[config.mk]
export PLATFORM = sky130hd
export DESIGN_NAME = instruction_loader
export DESIGN_NICKNAME = d
export VERILOG_FILES = /design/src/rtl/instruction_loader.sv
export SDC_FILE = /design/constraint.sdc
export NUM_CORES = 1
export LEC_CHECK = 0
export ABC_AREA = 1
export ABC_CLOCK_PERIOD_IN_PS = 2020
export BUFFER_PORTS_ARGS = -buffer_cell sky130_fd_sc_hd__buf_2
export CORE_MARGIN = 2
export CORE_UTILIZATION = 55
export CTS_CLUSTER_DIAMETER = 30
export DETAILED_ROUTE_END_ITERATION = 12
export GPL_TIMING_DRIVEN = 1
export PLACE_DENSITY = 0.77
export SYNTH_ARGS = -nofsm -noshare
export SYNTH_HDL_FRONTEND = slang
export SYNTH_HIERARCHICAL = 1
export SYNTH_SLANG_ARGS = --single-unit
[constraint.sdc]
create_clock -name clk -period 2.02 [get_ports clk]
set_input_delay 0.606 -clock clk [delete_from_list [all_inputs] [get_ports clk]]
set_output_delay 0.606 -clock clk [all_outputs]
set_load 0.01 [all_outputs]
[src/rtl/instruction_loader.sv]
// -----------------------------------------------------------------------------
// instruction_loader
//
// Purpose:
//   Write-side loader for the instruction memory. A byte stream (valid/ready)
//   carries a 16-bit little-endian word count N followed by N {lo, hi} byte
//   pairs. Each pair is packed into a 9-bit instruction {hi[0], lo[7:0]} and
//   written through a sequential write port, starting at BASE_ADDR and
//   wrapping modulo 2**ADDR_W. The core is held off while Busy is high.
//
// Parameters:
//   ADDR_W     address width, memory depth = 2**ADDR_W words (1..15)
//   INSTR_W    instruction width, must be 9
//   BASE_ADDR  first write address of every session
//
// Ports:
//   clk        in   single clock, rising edge
//   rst_n      in   asynchronous active-low reset
//   Start      in   one-cycle pulse, begins a session when not busy
//   ByteIn     in   stream byte
//   ByteValid  in   ByteIn valid
//   ByteReady  out  loader can accept; transfer on ByteValid & ByteReady
//   WrEn       out  memory write strobe, one cycle per instruction
//   WrAddr     out  memory write address
//   WrData     out  memory write data
//   Busy       out  session in progress
//   Done       out  session finished OK, held until next Start
//   Error      out  session aborted, held until next Start
//   Count      out  instructions written this session (saturates at 2**ADDR_W)
//
// Build option:
//   LOADER_CHECKSUM_EN  when defined, the session ends with one trailing byte
//                       that must equal the XOR of all instruction-pair bytes;
//                       a mismatch aborts the session with Error.
// -----------------------------------------------------------------------------

module instruction_loader #(
  parameter int ADDR_W    = 12,
  parameter int INSTR_W   = 9,
  parameter int BASE_ADDR = 0
) (
  input  logic               clk,
  input  logic               rst_n,
  input  logic               Start,
  input  logic [7:0]         ByteIn,
  input  logic               ByteValid,
  output logic               ByteReady,
  output logic               WrEn,
  output logic [ADDR_W-1:0]  WrAddr,
  output logic [INSTR_W-1:0] WrData,
  output logic               Busy,
  output logic               Done,
  output logic               Error,
  output logic [ADDR_W:0]    Count
);

  typedef enum logic [3:0] {
    ST_IDLE   = 4'd0,
    ST_HDR_LO = 4'd1,
    ST_HDR_HI = 4'd2,
    ST_INS_LO = 4'd3,
    ST_INS_HI = 4'd4,
    ST_WRITE  = 4'd5,
    ST_FIN    = 4'd6,
    ST_DONE   = 4'd7,
    ST_ERR    = 4'd8
  } state_t;

  // Largest legal word count: a session may fill the whole memory once.
  localparam logic [16:0]     MAX_N_C     = 17'd1 << ADDR_W;
  localparam logic [ADDR_W:0] COUNT_MAX_C = {1'b1, {ADDR_W{1'b0}}};
  localparam logic [ADDR_W-1:0] BASE_C    = ADDR_W'(BASE_ADDR);

  state_t               state_r;
  logic                 ready_r;
  logic                 wr_en_r;
  logic [ADDR_W-1:0]    wr_addr_r;
  logic [INSTR_W-1:0]   wr_data_r;
  logic                 busy_r;
  logic                 done_r;
  logic                 error_r;
  logic [ADDR_W:0]      count_r;
  logic [ADDR_W:0]      n_r;
  logic [7:0]           n_lo_r;
  logic [7:0]           lo_r;

  logic                 xfer_s;
  logic [15:0]          hdr_n_s;
  logic                 hdr_bad_s;
  logic [ADDR_W:0]      count_inc_s;
  logic                 last_s;

`ifdef LOADER_CHECKSUM_EN
  logic [7:0]           csum_r;

  // Running XOR fold used as the stream checksum.
  function automatic logic [7:0] xor_fold(input logic [7:0] acc, input logic [7:0] b);
    return acc ^ b;
  endfunction
`endif

  // Elaboration-time parameter checks.
  instruction_loader_cfg_check #(
    .ADDR_W  (ADDR_W),
    .INSTR_W (INSTR_W)
  ) u_cfg_check ();

  assign ByteReady = ready_r;
  assign WrEn      = wr_en_r;
  assign WrAddr    = wr_addr_r;
  assign WrData    = wr_data_r;
  assign Busy      = busy_r;
  assign Done      = done_r;
  assign Error     = error_r;
  assign Count     = count_r;

  // Handshake and header decode.
  always_comb begin
    xfer_s    = ByteValid & ready_r;
    hdr_n_s   = {ByteIn, n_lo_r};
    hdr_bad_s = 1'b0;
    if ((hdr_n_s == 16'd0) || ({1'b0, hdr_n_s} > MAX_N_C)) begin
      hdr_bad_s = 1'b1;
    end else begin
      hdr_bad_s = 1'b0;
    end
  end

  // Saturating instruction counter increment and end-of-payload detect.
  always_comb begin
    count_inc_s = count_r;
    if (count_r == COUNT_MAX_C) begin
      count_inc_s = count_r;
    end else begin
      count_inc_s = count_r + {{ADDR_W{1'b0}}, 1'b1};
    end
    last_s = (count_inc_s == n_r);
  end

  // Session FSM; all outputs are registered and set on state entry.
  always_ff @(posedge clk or negedge rst_n) begin
    if (!rst_n) begin
      state_r   <= ST_IDLE;
      ready_r   <= 1'b0;
      wr_en_r   <= 1'b0;
      wr_addr_r <= BASE_C;
      wr_data_r <= {INSTR_W{1'b0}};
      busy_r    <= 1'b0;
      done_r    <= 1'b0;
      error_r   <= 1'b0;
      count_r   <= {(ADDR_W+1){1'b0}};
      n_r       <= {(ADDR_W+1){1'b0}};
      n_lo_r    <= 8'd0;
      lo_r      <= 8'd0;
`ifdef LOADER_CHECKSUM_EN
      csum_r    <= 8'd0;
`endif
    end else begin
      // Write strobe is a single-cycle pulse unless re-armed below.
      wr_en_r <= 1'b0;
      case (state_r)
        ST_IDLE, ST_DONE, ST_ERR: begin
          if (Start) begin
            state_r   <= ST_HDR_LO;
            ready_r   <= 1'b1;
            busy_r    <= 1'b1;
            done_r    <= 1'b0;
            error_r   <= 1'b0;
            count_r   <= {(ADDR_W+1){1'b0}};
            wr_addr_r <= BASE_C;
`ifdef LOADER_CHECKSUM_EN
            csum_r    <= 8'd0;
`endif
          end
        end
        ST_HDR_LO: begin
          if (xfer_s) begin
            n_lo_r  <= ByteIn;
            state_r <= ST_HDR_HI;
          end
        end
        ST_HDR_HI: begin
          if (xfer_s) begin
            if (hdr_bad_s) begin
              state_r <= ST_ERR;
              ready_r <= 1'b0;
              busy_r  <= 1'b0;
              error_r <= 1'b1;
            end else begin
              // N <= 2**ADDR_W, so it fits in ADDR_W+1 bits.
              n_r     <= hdr_n_s[ADDR_W:0];
              state_r <= ST_INS_LO;
            end
          end
        end
        ST_INS_LO: begin
          if (xfer_s) begin
            lo_r    <= ByteIn;
            state_r <= ST_INS_HI;
`ifdef LOADER_CHECKSUM_EN
            csum_r  <= xor_fold(csum_r, ByteIn);
`endif
          end
        end
        ST_INS_HI: begin
          if (xfer_s) begin
`ifdef LOADER_CHECKSUM_EN
            csum_r <= xor_fold(csum_r, ByteIn);
`endif
            if (ByteIn[7:1] != 7'd0) begin
              // Malformed high byte: abort without writing this pair.
              state_r <= ST_ERR;
              ready_r <= 1'b0;
              busy_r  <= 1'b0;
              error_r <= 1'b1;
            end else begin
              wr_data_r <= {ByteIn[0], lo_r};
              wr_en_r   <= 1'b1;
              ready_r   <= 1'b0;
              state_r   <= ST_WRITE;
            end
          end
        end
        ST_WRITE: begin
          // WrEn is high during this cycle; advance address after it.
          wr_addr_r <= wr_addr_r + {{(ADDR_W-1){1'b0}}, 1'b1};
          count_r   <= count_inc_s;
          if (last_s) begin
            state_r <= ST_FIN;
`ifdef LOADER_CHECKSUM_EN
            ready_r <= 1'b1;
`else
            ready_r <= 1'b0;
`endif
          end else begin
            state_r <= ST_INS_LO;
            ready_r <= 1'b1;
          end
        end
        ST_FIN: begin
`ifdef LOADER_CHECKSUM_EN
          if (xfer_s) begin
            ready_r <= 1'b0;
            busy_r  <= 1'b0;
            if (ByteIn == csum_r) begin
              state_r <= ST_DONE;
              done_r  <= 1'b1;
            end else begin
              state_r <= ST_ERR;
              error_r <= 1'b1;
            end
          end
`else
          state_r <= ST_DONE;
          ready_r <= 1'b0;
          busy_r  <= 1'b0;
          done_r  <= 1'b1;
`endif
        end
        default: begin
          // Unreachable encoding: park safely in the error state.
          state_r <= ST_ERR;
          ready_r <= 1'b0;
          busy_r  <= 1'b0;
          done_r  <= 1'b0;
          error_r <= 1'b1;
        end
      endcase
    end
  end

endmodule

// -----------------------------------------------------------------------------
// instruction_loader_cfg_check
//
// Purpose:
//   Elaboration-time checks of the loader parameters. No ports.
// -----------------------------------------------------------------------------
module instruction_loader_cfg_check #(
  parameter int ADDR_W  = 12,
  parameter int INSTR_W = 9
) ();

  if (INSTR_W != 9) begin : g_bad_instr_w
    $error("instruction_loader: INSTR_W must be 9");
  end

  if ((ADDR_W < 1) || (ADDR_W > 15)) begin : g_bad_addr_w
    $error("instruction_loader: ADDR_W must be in 1..15");
  end

endmodule

==> results.json, run 1 <==
{
  "whs_ns": 0.261,
  "swShare_pct": 34.1,
  "tritoncts": "built",
  "yosysMostFrequentCell": "nand2_1",
  "syn_area_sq_um": 3650,
  "netlist_top_cells_count": "156 x nand2_1, 72 x dfrtp_1, 58 x inv_1, 45 x o21ai_0, 36 x nor2_1",
  "ys.warnings.count": 6,
  "grt_pass1_wl_microns": 13800,
  "die_area_sq_um": 7300,
  "num-nets-final": 557,
  "slowest_delay_ns": 0.47,
  "synth_edf_count": 0,
  "setup_viol": 0,
  "pin_count": 51,
  "place.gp.congestion": 0.865,
  "first_pass_iters": 5,
  "synth.top_cell.area_share_pct": 49.4,
  "timing.setup.tns_ns": 0,
  "routedWlPerCell_microns": 13.4,
  "fp.dieH_microns": 85.5,
  "synth_area_leaders": "dfrtp_1 49%, nand2_1 16%, o21ai_0 6.2%, inv_1 6.0%, nand3_1 4.0%",
  "grt_use_total_pct": 24.0,
  "io_buffers": 50,
  "start_util_pct": 57.2,
  "tightest_slew_ns": 0.470,
  "rsz0062_at_grt": "yes",
  "fin_skew_ns": 0.0112,
  "htree_num_levels": 3,
  "grt_remaining_overflow": 0,
  "cts-root-buf": "clkbuf_8",
  "fin_cells": 624,
  "die_x_microns": 85.5,
  "fillers": 521,
  "p_leak_nw": 2.32,
  "cp-end-kind": "flip-flop",
  "vias": 3321,
  "vias_per_cell": 5.32,
  "power_switching_w": 0.00152,
  "maxSlewHeadroom_pct": 68.4,
  "drive_above_1_share_pct": 20.5,
  "yosys.area.top_type": "dfrtp_1",
  "clk_latency_ns": 0.36,
  "hold_class": "primary input to asynchronous set/reset pin",
  "numCtsBuffers": 9,
  "antenna_left": 0,
  "syn_nets": 486,
  "status": "complete, no violations",
  "synthFlopType": "dfrtp_1",
  "start_kind": "flip-flop",
  "crit_path_max_fanout": 6,
  "seqCellArea_sq_um": 1810,
  "cts_max_path_buffers": 2,
  "max_freq_mhz": 533,
  "hpwl_microns": 5990,
  "grt_max_degree": 73,
  "power_frac_clock_pct": 31.3,
  "comb_power_share_pct": 26.9,
  "fin_crit_ns": 1.87,
  "clk_pin_slew_ns": 0.09,
  "maxCapViolations": 0,
  "syn_avg_cell_area_sq_um": 7.75,
  "ys_seq_area_share_pct": 49.4,
  "p_per_area_nw_per_um2": 1010,
  "synthDistinctLibCells": 30,
  "vdd_drop_max_mv": 0.735,
  "core_area_sq_um": 6390,
  "required_ns": 2.28,
  "multiInputGateArea_sq_um": 1660,
  "crit_type": "flip-flop to flip-flop",
  "rows": 29,
  "fin_crit_sh_pct": 92.8,
  "netlist_instances": 471,
  "totalPowerFinal_w": 0.00446,
  "drt-total-wl_microns": 8360,
  "area_delta_synth_final_pct": 21.6,
  "drcViolationCount": 0,
  "power.share.sequential_pct": 41.8,
  "worst_ep_arrival_time_ns": 2.13,
  "n_antenna_cell": 0,
  "intPower_w": 0.00294,
  "crit_top_cell": "nand2_1",
  "dr.first_iter.drc_count": 194,
  "synth.ff_latch_count": 72,
  "cpMaxStageDelayCell": "dfrtp_1",
  "slew_violations": 0,
  "dpl.cell_count": 605,
  "hold_viol": 0,
  "first_global_vias": 2960,
  "cts_sinks": 72,
  "antenna_found_initial": 0,
  "synthArstFlopShare_pct": 100,
  "path_cells": "nand2_1 -> nor2_4 -> nand3_1 -> nand2_1 -> nand2_1 -> nand2_1 -> nand2_1 -> nor2_1 -> nand2_1 -> nor2_2 -> nand2_1 -> nand2_2 -> nand2_1 -> nand2_1 -> nand2_1"
}
## final cells by class
class                           instances  share of cell area, %
Multi-Input combinational cell        333                   37.5
Clock inverter                          7                   2.71
Inverter                               59                   4.99
Timing Repair Buffer                   67                   9.16
Clock buffer                            9                   2.79
Tap cell                               77                   2.17
Sequential cell                        72                   40.7
## registers in the layout (all words and copies together), names as in the netlist
register,count
Count,13
lo_r,8
n_lo_r,8
Busy,1
n_r,13
WrEn,1
WrAddr,12
state_r,4
WrData,9
Error,1
ByteReady,1
Done,1
## layout by cell type, fill, tap and decap left out, types with 2 or more instances in the layout
cell         n
inv_1       56
nor3_1       6
o22ai_1     10
xnor2_1      3
nand4_1      7
clkinv_4     2
dfrtp_1     67
dfrtp_2      5
o21ai_0     44
buf_12       2
nand3b_1     3
clkbuf_8     9
nor2_1      32
nand2_1    150
nor2_2       6
nor4_1       3
nand3_1     28
nand2_2      5
nor2_4       4
xor2_1       3
buf_4       14
bufinv_16    3
buf_2       50
a21oi_1     13
inv_2        3
xnor3_1      2
## repair_timing
| item | in CTS | in global routing |
|---|---|---|
| endpoints found under the setup margin | 0 | 17 |
| hold buffers | 0 | 0 |
| gates resized for setup | 0 | 28 |
| buffers inserted | 0 | 3 |
## final timing paths
| path | start | to | slack [ns] | depth (start not counted) |
|---|---|---|---|---|
| max | Count[3] | state_r[0] | 0.15 | 15 |
| min | rst_n | Count[0] | 0.26 | 2 |
| max reg2reg | Count[3] | state_r[0] | 0.15 | 15 |
| min reg2reg | WrAddr[11] | WrAddr[11] | 0.47 | 1 |
| max in group asynchronous | rst_n | state_r[0] | 1.45 | 2 |
| min in group clk | WrAddr[11] | WrAddr[11] | 0.47 | 1 |
## through the flow
step	util (%)	setup slack, ns	instance area (sq um)
after global routing	69.5	-0.0292	4440
after global placement	64.0	0.0747	4090
after detailed placement	64.0	0.0135	4090
final	69.5	0.145	4440
after CTS	67.9	0.0116	4330
after floorplan	-	0.248	3650
## kinds of logic (layout without fill, tap and decap cells)
kind of cell	after synthesis	after routing	synth area share (%)
xor+xnor	8	8	2.67
flops	72	72	49.4
buf+inv	66	142	7.06
compound gates	73	73	10.8
fa+ha+maj	3	3	1.03
simple gates	249	249	29.1
## routing by layer
metal  vias up  GRT usage, %  share of wire [%]
li1       1661             -                  -
met1      1557          32.2                 45
met2        93          38.7                 48
met3        10          4.28                5.2
met4         0          9.81                1.4
met5         -             0                  0
## power groups by stage
| stage | Combinational (W) | Clock (W) | Sequential, W |
|---|---|---|---|
| 2_1_floorplan | 0.000783 | 0 | 0.00186 |
| 3_5_place_dp | 0.00115 | 0 | 0.00188 |
| 6_report | 0.00120 | 0.00140 | 0.00187 |
| 3_3_place_gp | 0.00111 | 0 | 0.00187 |
| 5_1_grt | 0.00137 | 0.00147 | 0.00190 |
| 4_1_cts | 0.00116 | 0.00142 | 0.00186 |
## critical path, delay by kind of cell, from the launching register on
family	cells	cell delay, ns
flops	1	0.47
simple gates	15	1.31
Power figures use the tool's default switching activity.
==> run 2: changes to the inputs <==
--- a/config.mk
+++ b/config.mk
@@ -7,10 +7,11 @@
 export LEC_CHECK = 0
 export ABC_AREA = 1
 export ABC_CLOCK_PERIOD_IN_PS = 2020
-export BUFFER_PORTS_ARGS = -buffer_cell sky130_fd_sc_hd__buf_2
+export BUFFER_PORTS_ARGS = -buffer_cell sky130_fd_sc_hd__clkbuf_2
 export CORE_MARGIN = 2
 export CORE_UTILIZATION = 55
 export CTS_CLUSTER_DIAMETER = 30
+export CTS_CLUSTER_SIZE = 10
 export DETAILED_ROUTE_END_ITERATION = 12
 export GPL_TIMING_DRIVEN = 1
 export PLACE_DENSITY = 0.77
==> run 2 against run 1 <==
Wire length shrank 1.6%. Via count shrank 0.63%. Die area is the same. Clock skew is essentially flat. Maximum frequency shrank 2.2%. Clock power shrank 7%. Total power shrank 2.7%. Global-route usage shrank 0.25 points. Cell count shrank 0.64%. Non-clock buffer count shrank 4. Critical path depth grew 1. Largest cell class unchanged.
==> results.json, run 2 (synthesis gave the netlist of run 1 again) <==
{
  "start_kind": "flip-flop",
  "htree_num_levels": 3,
  "worst_ep_arrival_time_ns": 2.15,
  "crit_path_max_fanout": 4,
  "routedWlPerCell_microns": 13.3,
  "vias_per_cell": 5.32,
  "p_leak_nw": 2.24,
  "dr.first_iter.drc_count": 263,
  "pin_count": 51,
  "dp_slack_ns": 0.00302,
  "rows": 29,
  "maxSlewHeadroom_pct": 72.1,
  "grt_pass1_wl_microns": 13800,
  "antenna_left": 0,
  "multiInputGateArea_sq_um": 1640,
  "die_area_sq_um": 7300,
  "numCtsBuffers": 9,
  "vias": 3300,
  "tightest_slew_ns": 0.418,
  "grt_remaining_overflow": 0,
  "p_per_area_nw_per_um2": 995,
  "setup_viol": 0,
  "grt_max_degree": 73,
  "drt-total-wl_microns": 8230,
  "reg2reg_slack_ns": 0.10,
  "place.gp.congestion": 0.904,
  "cts-root-buf": "clkbuf_8",
  "cp-end-kind": "flip-flop",
  "vdd_drop_max_mv": 0.618,
  "fillers": 527,
  "clk_pin_slew_ns": 0.09,
  "core_area_sq_um": 6390,
  "rsz0062_at_grt": "yes",
  "first_pass_iters": 5,
  "crit_type": "flip-flop to flip-flop",
  "io_buffers": 50,
  "final_core_util_pct": 68.3,
  "cts_sinks": 72,
  "fin_crit_ns": 1.92,
  "max_freq_mhz": 522,
  "tritoncts": "built",
  "cts_max_path_buffers": 2,
  "fin_skew_ns": 0.0109,
  "die_x_microns": 85.5,
  "timing.final.ws_setup_ns": 0.104,
  "final_cell_mix": "156 x nand2_1, 68 x dfrtp_1, 57 x inv_1, 49 x clkbuf_2, 44 x o21ai_0",
  "seqCellArea_sq_um": 1810,
  "start_util_pct": 57.2,
  "fin_crit_sh_pct": 94.9,
  "hold_viol": 0,
  "required_ns": 2.26,
  "slew_violations": 0,
  "drive_above_1_share_pct": 17.9,
  "layout_commonest_cell": "nand2_1",
  "num-nets-final": 553,
  "clk_latency_ns": 0.35,
  "hold_class": "primary input to asynchronous set/reset pin",
  "status": "complete, no violations",
  "maxCapViolations": 0,
  "drcViolationCount": 0,
  "first_global_vias": 3025,
  "grt_use_total_pct": 23.7,
  "area_delta_synth_final_pct": 19.5,
  "n_antenna_cell": 0,
  "antenna_found_initial": 0,
  "hpwl_microns": 6050,
  "fp.dieH_microns": 85.5
}
[run 2: cell count changes in the layout (fill, tap and decap cells not counted), sizes merged]
cell	previous run	this run
clkinvlp	1	2
bufinv	3	2
clkbuf	9	59
clkinv	3	2
buf	67	14
[run 2: worst max-delay path, cell delays in order, from the launching register on]
cell and delay, ns:
dfrtp_2 0.43, ha_4 0.18, nand2_1 0.09, nor2_4 0.13
nand2_1 0.07, nand2_1 0.08, nand2_1 0.07, nand2_1 0.06
nand2_1 0.06, nor2_1 0.10, nand2_1 0.07, nor2_2 0.15
nand2_1 0.07, nand2_1 0.09, nand2_1 0.05, nand2_1 0.05
nand2_1 0.04
[run 2: final cells by class]
cell class              count  area share (%)
clock buffers              10            3.15
clock inverters             6            2.12
inverters                  59            5.08
multi-input cells         333            37.5
flip-flops and latches     72            41.4
well taps                  77            2.21
repair buffers             63            8.55
[run 2: worst paths after layout]
check / to / start / cells past startpoint
worst max-delay path: state_r[0] / Count[0] / 16
worst min register to register: WrData[0] / WrData[0] / 2
max in group asynchronous: Count[9] / rst_n / 2
min in group clk: WrData[0] / WrData[0] / 2
worst max register to register: state_r[0] / Count[0] / 16
worst min-delay path: Count[8] / rst_n / 2
[run 2: through the flow]
stage	total power, W	instance area [sq um]	hold WS (ns)	std cells	setup TNS, ns
3_5_place_dp	0.00303	4070	0.463	602	0
6_report	0.00434	4360	0.258	620	0
4_1_cts	0.00432	4300	0.285	618	0
5_1_grt	0.00460	4360	0.324	620	-0.0584
2_1_floorplan	0.00264	3650	0.310	471	0
3_3_place_gp	0.00300	4070	0.455	602	0
[run 2: report_power, final]
| group | internal [W] | total (W) | leakage (nW) | switching (W) |
|---|---|---|---|---|
| logic | 0.000420 | 0.00118 | 1.17 | 0.000759 |
| clock network | 0.000733 | 0.00130 | 0.109 | 0.000563 |
| registers | 0.00168 | 0.00187 | 0.969 | 0.000185 |
| total | 0.00283 | 0.00434 | 2.24 | 0.00151 |
[run 2: metal layers]
metal  track usage [%]  vias up  share of wire (%)
li1                  -     1663                  -
met1              32.9     1537                 46
met2              37.3       88                 48
met3              4.96       12                4.7
met4              8.37        0                1.5
met5                 0        -                  0
[run 2: timing repair]
action                     in CTS  in global routing
setup endpoints to repair       0                 12
hold buffers                    0                  0
setup buffers                   0                  2
gates resized for setup         0                 15
==> run 3: changes to the inputs <==
--- a/config.mk
+++ b/config.mk
@@ -10,6 +10,7 @@
 export BUFFER_PORTS_ARGS = -buffer_cell sky130_fd_sc_hd__clkbuf_2
 export CORE_MARGIN = 2
 export CORE_UTILIZATION = 55
+export CTS_BUF_LIST = sky130_fd_sc_hd__clkbuf_4
 export CTS_CLUSTER_DIAMETER = 30
 export CTS_CLUSTER_SIZE = 10
 export DETAILED_ROUTE_END_ITERATION = 12
==> run 3 against run 2 <==
Sequential cell count did not move. Combinational power barely moved. Global-route usage rose by 0.33 points. Critical path depth is the same. Design area is 1.3% lower. Non-clock buffer count grew 1. Core utilization decreased by 0.92 points. First-iteration DRC count decreased by 22%. Critical endpoint unchanged. Highest routed layer unchanged.
==> results.json, run 3 (synthesis gave the netlist of run 1 again) <==
{
  "vias": 3339,
  "clk_pin_slew_ns": 0.13,
  "setup_viol": 0,
  "cts-root-buf": "clkbuf_4",
  "power.share.sequential_pct": 45.4,
  "start_kind": "flip-flop",
  "intPower_w": 0.00261,
  "cpMaxStageDelayCell": "dfrtp_2",
  "fin_skew_ns": 0.0158,
  "dpl-instance-area_sq_um": 4070,
  "hpwl_microns": 6050,
  "crit_buf_inv": 0,
  "layout_commonest_cell": "nand2_1",
  "fin_crit_ns": 1.96,
  "worst_ep_arrival_time_ns": 2.29,
  "antenna_left": 0,
  "cts_sinks": 72,
  "htree_num_levels": 3,
  "maxCapViolations": 0,
  "drt-total-wl_microns": 8380,
  "timing.setup.tns_ns": 0,
  "tightest_slew_ns": 0.428,
  "crit_type": "flip-flop to flip-flop",
  "routedWlPerCell_microns": 13.5,
  "required_ns": 2.35,
  "swShare_pct": 36.5,
  "design_area_sq_um": 4300,
  "io_buffers": 50,
  "slowest_delay_ns": 0.46,
  "place.gp.congestion": 0.904,
  "dr.first_iter.drc_count": 205,
  "comb_power_share_pct": 29.0,
  "grt_max_degree": 73,
  "fin_crit_sh_pct": 96.8,
  "clk_latency_ns": 0.44,
  "first_global_vias": 3070,
  "grt_remaining_overflow": 0,
  "p_per_area_nw_per_um2": 955,
  "grt_use_total_pct": 24.1,
  "pin_count": 51,
  "core_area_sq_um": 6390,
  "cts_max_path_buffers": 2,
  "power_frac_clock_pct": 25.5,
  "rsz0062_at_grt": "yes",
  "die_area_sq_um": 7300,
  "first_pass_iters": 5,
  "tritoncts": "built",
  "status": "complete, no violations",
  "num-nets-final": 554,
  "path_cells": "ha_4 -> nand2_1 -> nor2_4 -> nand2_1 -> nand2_1 -> nand2_1 -> nand2_1 -> nand2_1 -> nor2_1 -> nand2_1 -> nor2_2 -> nand2_1 -> nand2_1 -> nand2_1 -> nand2_1 -> nand2_1",
  "drive_above_1_share_pct": 17.8,
  "p_leak_nw": 2.22,
  "max_freq_mhz": 511,
  "maxSlewHeadroom_pct": 71.4,
  "power_switching_w": 0.00150,
  "start_util_pct": 57.2,
  "crit_top_cell": "nand2_1",
  "fp.dieH_microns": 85.5,
  "vdd_drop_max_mv": 0.600,
  "area_delta_synth_final_pct": 17.9,
  "whs_ns": 0.177,
  "cp-end-kind": "flip-flop",
  "slew_violations": 0,
  "numCtsBuffers": 9,
  "grt_pass1_wl_microns": 13900,
  "hold_class": "primary input to asynchronous set/reset pin",
  "die_x_microns": 85.5,
  "rows": 29,
  "n_antenna_cell": 0,
  "vias_per_cell": 5.38,
  "drcViolationCount": 0,
  "hold_viol": 0,
  "critPathTopFamily": "simple AND/OR/NAND/NOR gates",
  "crit_path_max_fanout": 5,
  "final_cell_mix": "156 x nand2_1, 68 x dfrtp_1, 57 x inv_1, 49 x clkbuf_2, 44 x o21ai_0",
  "antenna_found_initial": 0
}
run 3: area by class of cell:
type	instances	area, sq um
Sequential cell	72	1810
Clock buffer	9	67.6
Fill cell	535	2080
Clock inverter	7	96.3
Tap cell	77	96.3
Timing Repair Buffer	64	380
Inverter	59	221
Multi-Input combinational cell	333	1640
run 3: metrics by stage:
stage | setup WS, ns | utilization, % | total power [W] | instances
after floorplan | 0.248 | - | 0.00264 | 471
after global placement | 0.0874 | 63.7 | 0.00300 | 602
after CTS | 0.00278 | 66.4 | 0.00408 | 619
after global routing | -0.0864 | 67.4 | 0.00436 | 621
final | 0.0646 | 67.4 | 0.00411 | 621
after detailed placement | 0.00302 | 63.7 | 0.00303 | 602
run 3: worst paths after layout:
check,start,endpoint,slack (ns),cells after the start
setup reg to reg,Count[0],state_r[0],0.06,16
min in group clk,ByteIn[7],n_lo_r[7],0.48,3
hold reg to reg,WrAddr[11],WrAddr[11],0.49,1
max in group asynchronous,rst_n,Count[9],1.54,2
setup / recovery,Count[0],state_r[0],0.06,16
hold / removal,rst_n,Count[7],0.18,2
run 3: routing by layer:
layer | up-vias | share of wire, % | global-route usage, %
met5 | - | 0 | 0
li1 | 1669 | - | -
met1 | 1543 | 44 | 32.8
met2 | 108 | 48 | 37.8
met4 | 0 | 2.2 | 9.67
met3 | 19 | 6.2 | 5.16
run 3: timing repair:
item                       4_1_cts  5_1_grt
hold endpoints to repair         0        0
gates resized for setup          1       14
setup endpoints to repair        1       14
pin swaps                        0        2
hold buffers                     0        0
buffers inserted                 1        2
run 3: power groups by stage:
| stage | sequential (W) | combinational [W] | clock, W |
|---|---|---|---|
| after floorplan | 0.00186 | 0.000783 | 0 |
| after global placement | 0.00188 | 0.00112 | 0 |
| after detailed placement | 0.00188 | 0.00114 | 0 |
| after CTS | 0.00186 | 0.00117 | 0.00105 |
| after global routing | 0.00190 | 0.00136 | 0.00110 |
| final | 0.00187 | 0.00119 | 0.00105 |
